===== src/rtl/overlay_pkg.sv =====
// overlay_pkg
//   Shared definitions for the overlay mixer: 6-bit colour constants in
//   {R[1:0],G[1:0],B[1:0]} format, the blend level range and the fade FSM
//   state encoding.
//   No ports (package).
package overlay_pkg;

   // Colour constants, {R[1:0],G[1:0],B[1:0]}
   localparam logic [5:0] KEY_COLOR = 6'b100001;  // overlay transparency key
   localparam logic [5:0] BLACK     = 6'b000000;
   localparam logic [5:0] WHITE     = 6'b111111;
   localparam logic [5:0] GOLD      = 6'b111100;
   localparam logic [5:0] RED       = 6'b110000;

   // Blend level runs 0 (overlay invisible) .. 4 (overlay opaque)
   localparam logic [2:0] LEVEL_MIN = 3'd0;
   localparam logic [2:0] LEVEL_MAX = 3'd4;

   typedef enum logic [1:0] {
      HIDDEN   = 2'd0,
      FADE_IN  = 2'd1,
      SHOWN    = 2'd2,
      FADE_OUT = 2'd3
   } fade_state_t;

   function automatic logic is_fading(input fade_state_t s);
      return (s == FADE_IN) || (s == FADE_OUT);
   endfunction

endpackage


===== src/rtl/overlay_mixer_channel_blend.sv =====
// channel_blend
//   Combinational blend of one 2-bit colour channel:
//     out = (ov*level + bg*(4-level)) >> 2, 5-bit arithmetic, truncated.
//   Ports:
//     ov    [1:0] in  : overlay channel value
//     bg    [1:0] in  : background channel value
//     level [2:0] in  : blend level, 0..4
//     out   [1:0] out : blended channel value
module channel_blend (
   input  logic [1:0] ov,
   input  logic [1:0] bg,
   input  logic [2:0] level,
   output logic [1:0] out
);

   logic [2:0] bg_weight;
   logic [4:0] ov_term;
   logic [4:0] bg_term;
   logic [4:0] sum;

   // The two weights always add up to 4, so the sum never exceeds 12 and
   // level 4 reproduces ov exactly.
   assign bg_weight = 3'd4 - level;
   assign ov_term   = {3'b000, ov} * {2'b00, level};
   assign bg_term   = {3'b000, bg} * {2'b00, bg_weight};
   assign sum       = ov_term + bg_term;
   assign out       = 2'(sum >> 2);

endmodule


===== src/rtl/overlay_mixer.sv =====
// overlay_mixer
//   Composites an overlay emblem onto a background video stream with a
//   frame-paced fade in / fade out. The fade level steps by one every
//   FRAMES_PER_STEP frames (frame = rising edge of vsync_in). Pixels equal
//   to KEY_COLOR are transparent. All outputs are registered; rgb, hsync and
//   vsync lag their inputs by exactly one clock.
//   Ports:
//     clk        in   pixel clock
//     rst_n      in   asynchronous active-low reset
//     hsync_in   in   horizontal sync, high = pulse
//     vsync_in   in   vertical sync, high = pulse
//     active_in  in   visible-area flag aligned with bg_rgb/ov_rgb
//     bg_rgb     in   [5:0] background pixel
//     ov_rgb     in   [5:0] overlay pixel, KEY_COLOR = transparent
//     show       in   1 = overlay requested visible, 0 = hidden
//     rgb        out  [5:0] composited pixel
//     hsync      out  hsync_in delayed one clock
//     vsync      out  vsync_in delayed one clock
//     fade_level out  [2:0] current blend level 0..4
//     busy       out  high while fading in or out
//     state_dbg  out  [1:0] fade FSM state (overlay_pkg::fade_state_t)
//
//   Handshake: none. Every input is sampled on every clock; there is no
//   valid/ready flow control, the pixel stream is free-running.
module overlay_mixer #(
   parameter int unsigned FRAMES_PER_STEP = 4,
   parameter logic [5:0]  KEY_COLOR       = overlay_pkg::KEY_COLOR
) (
   input  logic       clk,
   input  logic       rst_n,
   input  logic       hsync_in,
   input  logic       vsync_in,
   input  logic       active_in,
   input  logic [5:0] bg_rgb,
   input  logic [5:0] ov_rgb,
   input  logic       show,
   output logic [5:0] rgb,
   output logic       hsync,
   output logic       vsync,
   output logic [2:0] fade_level,
   output logic       busy,
   output logic [1:0] state_dbg
);

   import overlay_pkg::*;

   localparam logic [3:0] STEP_LAST = 4'(FRAMES_PER_STEP - 1);

   fade_state_t state_q, state_d;
   logic [2:0]  level_q, level_d;
   logic [3:0]  frame_cnt_q, frame_cnt_d;
   logic        vsync_hist_q;
   logic        vsync_armed_q;
   logic        frame_tick;
   logic [5:0]  blend_rgb;
   logic [5:0]  pixel_d;

   // ------------------------------------------------------------------
   // Frame tick
   // ------------------------------------------------------------------
   // The history flop resets to 0, which on its own would turn a vsync_in
   // that is already high at reset release into a bogus edge. The armed
   // flag stays low until vsync_in has been seen low once, so the first
   // tick after reset always needs a genuine 0->1 transition.
   assign frame_tick = vsync_in & ~vsync_hist_q & vsync_armed_q;

   always_ff @(posedge clk or negedge rst_n) begin
      if (!rst_n) begin
         vsync_hist_q  <= 1'b0;
         vsync_armed_q <= 1'b0;
      end else begin
         vsync_hist_q <= vsync_in;
         if (!vsync_in) begin
            vsync_armed_q <= 1'b1;
         end
      end
   end

   // ------------------------------------------------------------------
   // Fade FSM, level and frame counter
   // ------------------------------------------------------------------
   always_ff @(posedge clk or negedge rst_n) begin
      if (!rst_n) begin
         state_q     <= HIDDEN;
         level_q     <= LEVEL_MIN;
         frame_cnt_q <= 4'd0;
      end else begin
         state_q     <= state_d;
         level_q     <= level_d;
         frame_cnt_q <= frame_cnt_d;
      end
   end

   // A show-driven direction change wins over a coincident tick: the level
   // is kept and the frame count restarts. The final step of a fade and
   // the move to SHOWN/HIDDEN happen on the same tick.
   always_comb begin
      state_d     = state_q;
      level_d     = level_q;
      frame_cnt_d = frame_cnt_q;

      unique case (state_q)
         HIDDEN: begin
            if (show) begin
               state_d = FADE_IN;
            end
         end

         FADE_IN: begin
            if (!show) begin
               state_d = FADE_OUT;
            end else if (level_q >= LEVEL_MAX) begin
               state_d = SHOWN;
            end else if (frame_tick) begin
               if (frame_cnt_q >= STEP_LAST) begin
                  frame_cnt_d = 4'd0;
                  level_d     = level_q + 3'd1;
                  if (level_q == LEVEL_MAX - 3'd1) begin
                     state_d = SHOWN;
                  end
               end else begin
                  frame_cnt_d = frame_cnt_q + 4'd1;
               end
            end
         end

         SHOWN: begin
            if (!show) begin
               state_d = FADE_OUT;
            end
         end

         FADE_OUT: begin
            if (show) begin
               state_d = FADE_IN;
            end else if (level_q == LEVEL_MIN) begin
               state_d = HIDDEN;
            end else if (frame_tick) begin
               if (frame_cnt_q >= STEP_LAST) begin
                  frame_cnt_d = 4'd0;
                  level_d     = level_q - 3'd1;
                  if (level_q == LEVEL_MIN + 3'd1) begin
                     state_d = HIDDEN;
                  end
               end else begin
                  frame_cnt_d = frame_cnt_q + 4'd1;
               end
            end
         end

         default: begin
            state_d = HIDDEN;
         end
      endcase

      if (state_d != state_q) begin
         frame_cnt_d = 4'd0;
      end
   end

   // ------------------------------------------------------------------
   // Pixel path
   // ------------------------------------------------------------------
   channel_blend u_blend_r (
      .ov    (ov_rgb[5:4]),
      .bg    (bg_rgb[5:4]),
      .level (level_q),
      .out   (blend_rgb[5:4])
   );

   channel_blend u_blend_g (
      .ov    (ov_rgb[3:2]),
      .bg    (bg_rgb[3:2]),
      .level (level_q),
      .out   (blend_rgb[3:2])
   );

   channel_blend u_blend_b (
      .ov    (ov_rgb[1:0]),
      .bg    (bg_rgb[1:0]),
      .level (level_q),
      .out   (blend_rgb[1:0])
   );

   // Blend uses the level held during the sampled pixel, not level_d.
   always_comb begin
      pixel_d = blend_rgb;
      if (!active_in) begin
         pixel_d = BLACK;
      end else if ((ov_rgb == KEY_COLOR) || (level_q == LEVEL_MIN)) begin
         pixel_d = bg_rgb;
      end
   end

   always_ff @(posedge clk or negedge rst_n) begin
      if (!rst_n) begin
         rgb   <= BLACK;
         hsync <= 1'b0;
         vsync <= 1'b0;
      end else begin
         rgb   <= pixel_d;
         hsync <= hsync_in;
         vsync <= vsync_in;
      end
   end

   assign fade_level = level_q;
   assign busy       = is_fading(state_q);
   assign state_dbg  = state_q;

endmodule


===== config.mk =====
export PLATFORM = sky130hd
export DESIGN_NAME = overlay_mixer
export DESIGN_NICKNAME = d
export VERILOG_FILES = /design/src/rtl/overlay_pkg.sv /design/src/rtl/overlay_mixer_channel_blend.sv /design/src/rtl/overlay_mixer.sv
export SDC_FILE = /design/constraint.sdc
export NUM_CORES = 1
export LEC_CHECK = 0
export BUFFER_PORTS_ARGS = -buffer_cell sky130_fd_sc_hd__buf_4
export CAP_MARGIN = 20
export CORE_ASPECT_RATIO = 1.25
export CORE_MARGIN = 2
export CORE_UTILIZATION = 55
export DETAILED_ROUTE_END_ITERATION = 8
export PLACE_DENSITY = 0.79
export SYNTH_ARGS = -nofsm -noshare
export SYNTH_HDL_FRONTEND = slang
export SYNTH_SLANG_ARGS = --single-unit

===== constraint.sdc =====
create_clock -name clk -period 4.3 [get_ports clk]
set_input_delay 0.43 -clock clk [delete_from_list [all_inputs] [get_ports clk]]
set_output_delay 0.43 -clock clk [all_outputs]
set_load 0.02 [all_outputs]

# After elaboration in Yosys (flattened, before gate mapping)
# Index checks and enable logic that the tools add are counted.
[totals]
inputBits = 18
ff_bits = 18
wordCells = 84
output_inout_bits = 14
[op_classes]
n_mul = 6
n_reduce_logical = 8
muxes = 32
bitwise_logic = 3
add_sub_neg = 7
eq_ne = 19
order_cmp = 2
[ops]
columns = ["op", "count"]
rows = [
  ["$mux 4", 7],
  ["$mul 2x3->4", 6],
  ["$mux 2", 12],
  ["$mux 3", 8],
  ["$ne 2x2->1 const B", 8],
  ["$add 4x4->4", 3],
  ["$mux 6", 2],
  ["$ne 3x3->1 const B", 4],
  ["$reduce_and 9->1", 1],
  ["$pmux 2 s4", 1],
  ["$pmux 4 s2", 1],
  ["$eq 6x6->1 const B", 1],
  ["$pmux 3 s2", 1],
  ["$reduce_and 5->1", 1],
  ["$add 4x1->4 const B", 1],
  ["$eq 2x2->1 const B", 2],
  ["$ge 4x2->1 const B", 1],
  ["$add 3x1->3 const B", 1],
  ["$eq 3x1->1 const B", 1],
  ["$eq 3x2->1 const B", 1],
  ["$ge 3x3->1 const B", 1],
  ["$logic_not 3->1", 1],
  ["$reduce_bool 3->1", 1],
  ["$sub 3x1->3 const B", 1],
  ["other kinds (8)", 10],
]

# Longest topological paths before layout
# Gate-level depths: netlist of run 1.
[logic_depth]
depth_word = 10
depth_mapped = 13
mapped_depth_nobuf = 12

# Hierarchy
# A second synthesis of run 1 with hierarchy kept.
[unflattened]
hier_cells = 178
area_unflattened_um2 = 1751.7
[modules_own_cells]
columns = ["module", "n_inst", "area_each_um2", "cells_each", "seq_area_each_um2"]
rows = [
  ["overlay_mixer", 1, 997.2, 97, 450.4],
  ["channel_blend", 3, 251.5, 27, 0.0],
]

# Least setup slack after synthesis of run 1
# OpenSTA, ideal clock, no wires.
[synth_path]
path_type = "reg2reg"
from = "reg level_q[0], in the netlist fade_level[0]"
to = "reg rgb[3]"
path_buffers = 1
path_slack_ns = 0.441
period_less_slack_ns = 3.859
required_time_ns = 4.213
setup_time_ns = 0.087
path_stages_with_launch = 14
arrival_time_ns = 3.773
path_cell_list = "dfrtp_1 -> clkbuf_1 -> inv_1 -> ha_1 -> ha_1 -> nand2b_1 -> fa_1 -> inv_1 -> fa_1 -> fa_1 -> xor2_1 -> xnor3_1 -> o22a_1 -> o211ai_1"
[synth_via]
elab_chain_cells = 5
word_cells_on_any_way = 8
cone_classes = "2 x add/sub; 2 x mul; 2 x mux; 2 x reduce/logical"
[synth_rtl]
columns = ["item", "line", "rtl"]
rows = [
  ["start: declaration", "overlay_mixer.sv:50", "logic [2:0] level_q, level_d;"],
  ["start signal: assignment", "overlay_mixer.sv:89", "level_q <= level_d;"],
  ["$sub 3x3->3", "overlay_mixer_channel_blend.sv:23", "assign bg_weight = 3'd4 - level;"],
  ["$mul 2x3->4", "overlay_mixer_channel_blend.sv:25", "assign bg_term = {3'b000, bg} * {2'b00, bg_weight};"],
  ["$add 4x4->4", "overlay_mixer_channel_blend.sv:26", "assign sum = ov_term + bg_term;"],
  ["$mux 6 (*)", "overlay_mixer.sv:190", "end else if ((ov_rgb == KEY_COLOR) || (level_q == LEVEL_MIN)) begin"],
  ["$mux 6 (*)", "overlay_mixer.sv:188", "if (!active_in) begin"],
  ["via pixel_d[3]", "overlay_mixer.sv:56", "logic [5:0] pixel_d;"],
  ["end signal: assignment", "overlay_mixer.sv:201", "rgb <= pixel_d;"],
  ["end: declaration", "overlay_mixer.sv:37", "output logic [5:0] rgb,"],
]
# Mark *: on every way through the listed nets, which the timed path passes. The rest lies on a longest branch.
# A chain may end at the register's enable or synchronous reset.

# Worst setup path in the final report of run 1
# Same ends and word-level chain as after synthesis.

==> results.cfg, run 1 <==
[routing]
wl_per_cell_um = 15.9
vias = 1365
via_per_inst = 5.81
route.antenna.remaining_nets = 0
firstDrtPassIters = 4
drt_iter0_markers = 27
routed_wl_um = 3730
route.detailed.drc = 0

[power_and_ir_drop]
seq_power_share_pct = 37.8
p_leak_nw = 0.983
ir_drop_mv = 0.229
power_frac_clock_pct = 18.6
pwr-share-comb_pct = 43.6
switching_power_mw = 0.223
intPower_mw = 0.363
switching_share_pct = 38.1
power_density_nw_per_um2 = 299

[clocking]
postCtsSetupRepairBufs = 0
cts_tree = yes
clk_pin_slew_ns = 0.12
clock_sinks = 18
cts-root-buf = clkbuf_4
tritoncts.num_buffers = 3
clockBufferDepth = 2
h-tree-depth = 1
clock_latency_ns = 0.31

[worst_setup_path]
crit_slowest_cell = dfrtp_1
cp.required_ns = 4.54
max_stage_delay_ns = 0.63
critPathCaptureType = flip-flop
worst-setup-path-type = reg -> reg
worst_setup_path_start_kind = flip-flop
path_common_cell = fa_1
worst-path-max-fanout = 14
cp.arrival_ns = 4.22
crit_chain = inv_1, ha_1, ha_1, nand2b_1, fa_1, inv_1, fa_1, fa_1, xor2_1, xnor3_1, o22a_1, o211ai_1

[timing]
rsz0062_at_grt = no
drv_slew = 0
timing.final.crit_share_pct = 92.5
tns_ns = 0
fmax_ghz = 0.251
hold_viol_final = 0
fin_crit_ns = 3.98
finalSetupViolations = 0
relSlewSlack_pct = 61.8
fin_worst_skew_ns = 0.0149
worst_pin_slew_ns = 0.573
hold_slack_ns = 0.233

[yosys]
yosysMostFrequentCell = nand2_1
synth-async-reset-ratio_pct = 100
yosys_warnings = 0
yosysSeqAreaShare_pct = 27.3
syn_avg_cell_area_um2 = 9.84
synth_common_cells = nand2_1, dfrtp_1, fa_1, inv_1, ha_1
syn_inst = 168
ys_types = 41
synth_edf_count = 0
yosys.area.top_type = dfrtp_1
synth_fp_nets = 209
yosys-top-cells-area = dfrtp_1, fa_1, ha_1, nand2_1, xnor3_1
syn_area_um2 = 1650
synth_seq_cells = 18
synth_ff_type = dfrtp_1
synth_top_area_share_pct = 27.3

[floorplanning]
die_h_um = 65.3
rows = 22
die_w_um = 53.0
io_pins = 32
initial_utilization_pct = 57.2
design.die.area_um2 = 3460
core-area_um2 = 2890

[placement]
place_congestion = 0.847
place_hpwl_um = 2940
portBuffers = 31

[cells_and_area]
antenna_cells = 0
area_growth_pct = 18.5
nets = 241
drive_above_1_share_pct = 19.6

[global_route]
grt_max_degree = 19
antenna_found_initial = 0
grt_pass1_vias = 1457
grt_pass1_wl_um = 6520
overflow = 0
grt_use_total_pct = 25.6

[worst_hold_path]
min_path_type = in -> reg

[job]
maxCapViolCount = 0

[status]
status = completed
-- routing by layer --
metal | wire length, um | part of all wire, % | track usage (%)
met2 | 2000 | 54 | 44.7
met4 | 76 | 2.0 | 11.5
met5 | 0 | 0 | 0
met1 | 1490 | 40 | 30.5
met3 | 158 | 4.2 | 3.41
-- cell type report --
class / instances / area (um^2)
multi-input cells: 132 / 1130
clock buffers: 4 / 36.3
repair buffers: 33 / 250
flip-flops and latches: 18 / 450
inverters: 12 / 45.0
well taps: 36 / 45.0
fillers: 228 / 931
-- path summary, 6_finish.rpt --
check / depth (start not counted) / end / slack, ns / start
setup reg to reg: 12 / rgb[3]$_DFF_PN0_ / 0.32 / fade_level[0]$_DFFE_PN0P_
max in group asynchronous: 2 / rgb[4]$_DFF_PN0_ / 3.57 / rst_n
min in group asynchronous: 2 / frame_cnt_q[1]$_DFFE_PN0P_ / 0.51 / rst_n
hold / removal: 1 / hsync$_DFF_PN0_ / 0.23 / hsync_in
hold reg to reg: 1 / vsync_armed_q$_DFFE_PN0N_ / 0.50 / vsync_armed_q$_DFFE_PN0N_
setup / recovery: 12 / rgb[3]$_DFF_PN0_ / 0.32 / fade_level[0]$_DFFE_PN0P_
-- power by group through the flow --
stage | sequential, mW | combinational, mW | clock [mW]
after floorplan | 0.232 | 0.161 | 0
after global placement | 0.222 | 0.241 | 0
after detailed placement | 0.225 | 0.256 | 0
after CTS | 0.221 | 0.258 | 0.114
after global routing | 0.226 | 0.283 | 0.119
final | 0.222 | 0.256 | 0.109
-- what timing repair did --
item,CTS,global route
hold buffers,1,0
hold endpoints to repair,18,0
gates resized for setup,0,0
-- state kept, by name, summed over array words and instances (netlist names) --
name / cells
rgb: 6
frame_cnt_q: 4
fade_level: 3
state_dbg: 2
hsync: 1
vsync: 1
vsync_armed_q: 1
-- logic make-up after synthesis --
logic type,count (synthesis),synth area share [%]
flops,18,27.3
compound gates,21,10.3
fa+ha+maj,23,22.9
buf+inv,18,4.24
xor+xnor,9,7.27
simple gates,75,25.7
mux,4,2.42
-- worst max-delay path, delay by kind of cell, from the launching register on --
family / cells / cell delay (ns)
AO/OA/AOI/OAI: 2 / 0.30
XOR/XNOR: 2 / 0.46
adder cells (fa/ha/maj): 5 / 2.09
buffers and inverters: 2 / 0.22
flip-flops: 1 / 0.63
AND/OR/NAND/NOR: 1 / 0.20
-- cells in the final DEF, fill, tap and decap left out, types with 6 or more instances in the layout --
master	netlist	routed
nor2_1	7	7
nand2_1	23	23
and2_1	8	8
dfrtp_1	18	18
inv_1	12	12
ha_1	11	11
nor2b_1	6	6
buf_4	0	32
fa_1	12	12
-- through the flow --
step | power [mW] | util (%) | std cells | setup WS, ns | instance area (um^2)
after floorplan | 0.393 | - | 168 | 0.441 | 1650
after global placement | 0.462 | 66.2 | 230 | 0.526 | 1910
after detailed placement | 0.481 | 66.2 | 230 | 0.367 | 1910
after CTS | 0.593 | 67.8 | 235 | 0.326 | 1960
after global routing | 0.628 | 67.8 | 235 | 0.0679 | 1960
final | 0.587 | 67.8 | 235 | 0.321 | 1960
(Power assumes the default switching activity.)
==> run 2: changes to the inputs <==
--- a/config.mk
+++ b/config.mk
@@ -12,6 +12,7 @@
 export CORE_UTILIZATION = 55
 export DETAILED_ROUTE_END_ITERATION = 8
 export PLACE_DENSITY = 0.79
+export RECOVER_POWER = 25
 export SYNTH_ARGS = -nofsm -noshare
 export SYNTH_HDL_FRONTEND = slang
 export SYNTH_SLANG_ARGS = --single-unit
==> results.cfg, run 2 (same netlist as run 1, synthesis figures left out) <==
[status]
status = completed

[worst_hold_path]
min_path_type = in -> reg
holdCritStartpoint = hsync_in
hold_end = hsync$_DFF_PN0_
holdPathStages = 1

[routing]
routed_wl_um = 3700
vias = 1360
drt_iter0_markers = 27
firstDrtPassIters = 6
via_per_inst = 5.79
route.detailed.drc = 0
route.antenna.remaining_nets = 0
wl_per_cell_um = 15.7

[timing]
timing.final.crit_share_pct = 92.3
fin_worst_skew_ns = 0.0146
finalSetupViolations = 0
fin_crit_ns = 3.97
tns_ns = 0
relSlewSlack_pct = 30.0
rsz0062_at_grt = no
hold_slack_ns = 0.253
fmax_ghz = 0.252
hold_viol_final = 0
worst_pin_slew_ns = 1.05
drv_slew = 0

[global_route]
grt_use_total_pct = 25.6
grt_pass1_vias = 1457
antenna_found_initial = 0
grt_pass1_wl_um = 6520
overflow = 0
grt_max_degree = 19

[power_and_ir_drop]
power_density_nw_per_um2 = 300
finalPower_mw = 0.585
p_leak_nw = 0.975
ir_drop_mv = 0.229

[job]
maxCapViolCount = 0

[cells_and_area]
stdcell_count = 235
regMostFlops = rgb
antenna_cells = 0
layout_commonest_cell = buf_4
nets = 241
drive_above_1_share_pct = 18.6
area_growth_pct = 18.1
layout_common_cells = buf_4, nand2_1, dfrtp_1
fillers = 230
largest_reg_flops = 6

[placement]
place_hpwl_um = 2940
portBuffers = 31
dp_cells = 230
place_congestion = 0.847

[worst_setup_path]
reg2regPathDepth = 12
worst-setup-path-type = reg -> reg
critPathCaptureType = flip-flop
cp.arrival_ns = 4.21
r2r_slack_ns = 0.33
worst-path-max-fanout = 14
worst_setup_path_start_kind = flip-flop
timing.rr.end = rgb[3]$_DFF_PN0_
cp.required_ns = 4.54
rr_startpoint = fade_level[0]$_DFFE_PN0P_

[floorplanning]
die_h_um = 65.3
io_pins = 32
rows = 22
core-area_um2 = 2890
die_w_um = 53.0
initial_utilization_pct = 57.2
design.die.area_um2 = 3460

[clocking]
postCtsSetupRepairBufs = 0
clockBufferDepth = 2
clock_sinks = 18
cts-root-buf = clkbuf_4
h-tree-depth = 1
cts_tree = yes
clk_pin_slew_ns = 0.12
clock_latency_ns = 0.31
tritoncts.num_buffers = 3
[run 2: cell types whose count changed in the layout (fill, tap and decap cells not counted)]
| cell | delta |
|---|---|
| clkbuf_1 | +2 |
| clkbuf_4 | +1 |
| buf_4 | -3 |
[run 2: layout make-up]
type                       instances  area, um^2  area share [%]
timing repair buffer              33         243            12.4
multi-input combinational        132        1130            58.0
inverter                          12        45.0            2.31
sequential                        18         450            23.1
clock buffer                       4        36.3            1.86
tap                               36        45.0            2.31
[run 2: metrics by stage]
stage | utilization [%] | setup WS [ns] | instance area (um^2)
detailed placement | 66.2 | 0.367 | 1910
global route | 67.5 | 0.0679 | 1950
floorplan | - | 0.441 | 1650
CTS | 67.8 | 0.326 | 1960
global placement | 66.2 | 0.526 | 1910
finish | 67.5 | 0.331 | 1950
[run 2: worst max-delay path: stages, from the launching register on]
cell and delay [ns]:
dfrtp_1 0.63, inv_1 0.16, ha_1 0.27, ha_1 0.38
nand2b_1 0.20, fa_1 0.50, inv_1 0.05, fa_1 0.50
fa_1 0.44, xor2_1 0.19, xnor3_1 0.27, o22a_1 0.22
o211ai_1 0.08
[run 2: layer usage]
| metal | vias up | GRT usage (%) | share of wire [%] |
|---|---|---|---|
| li1 | 640 | - | - |
| met2 | 39 | 44.7 | 54 |
| met5 | - | 0 | 0 |
| met4 | 0 | 11.5 | 1.9 |
| met3 | 7 | 3.41 | 4.7 |
| met1 | 674 | 30.5 | 39 |
[run 2: worst max-delay path by stage]
stage | from | endpoint | slack, ns | cells past startpoint
4_1_cts | fade_level[0]$_DFFE_PN0P_ | rgb[3]$_DFF_PN0_ | 0.33 | 12
2_1_floorplan | fade_level[0]$_DFFE_PN0P_ | rgb[3]$_DFF_PN0_ | 0.44 | 13
3_5_place_dp | fade_level[0]$_DFFE_PN0P_ | rgb[3]$_DFF_PN0_ | 0.37 | 12
6_report | fade_level[0]$_DFFE_PN0P_ | rgb[3]$_DFF_PN0_ | 0.33 | 12
5_1_grt | fade_level[0]$_DFFE_PN0P_ | rgb[3]$_DFF_PN0_ | 0.07 | 12
3_3_place_gp | fade_level[0]$_DFFE_PN0P_ | rgb[3]$_DFF_PN0_ | 0.53 | 12
[run 2: timing repair]
| item | 4_1_cts | 5_1_grt |
|---|---|---|
| hold buffers | 1 | 0 |
| setup endpoints to repair | 0 | 0 |
| resized for setup | 0 | 0 |
| hold endpoints to repair | 18 | 0 |
[run 2: where the power goes]
| part | switching (mW) | internal, mW | leakage, nW |
|---|---|---|---|
| registers | 0.0309 | 0.191 | 0.221 |
| clock network | 0.0574 | 0.0517 | 0.0210 |
| logic | 0.135 | 0.120 | 0.734 |
| total | 0.223 | 0.362 | 0.975 |
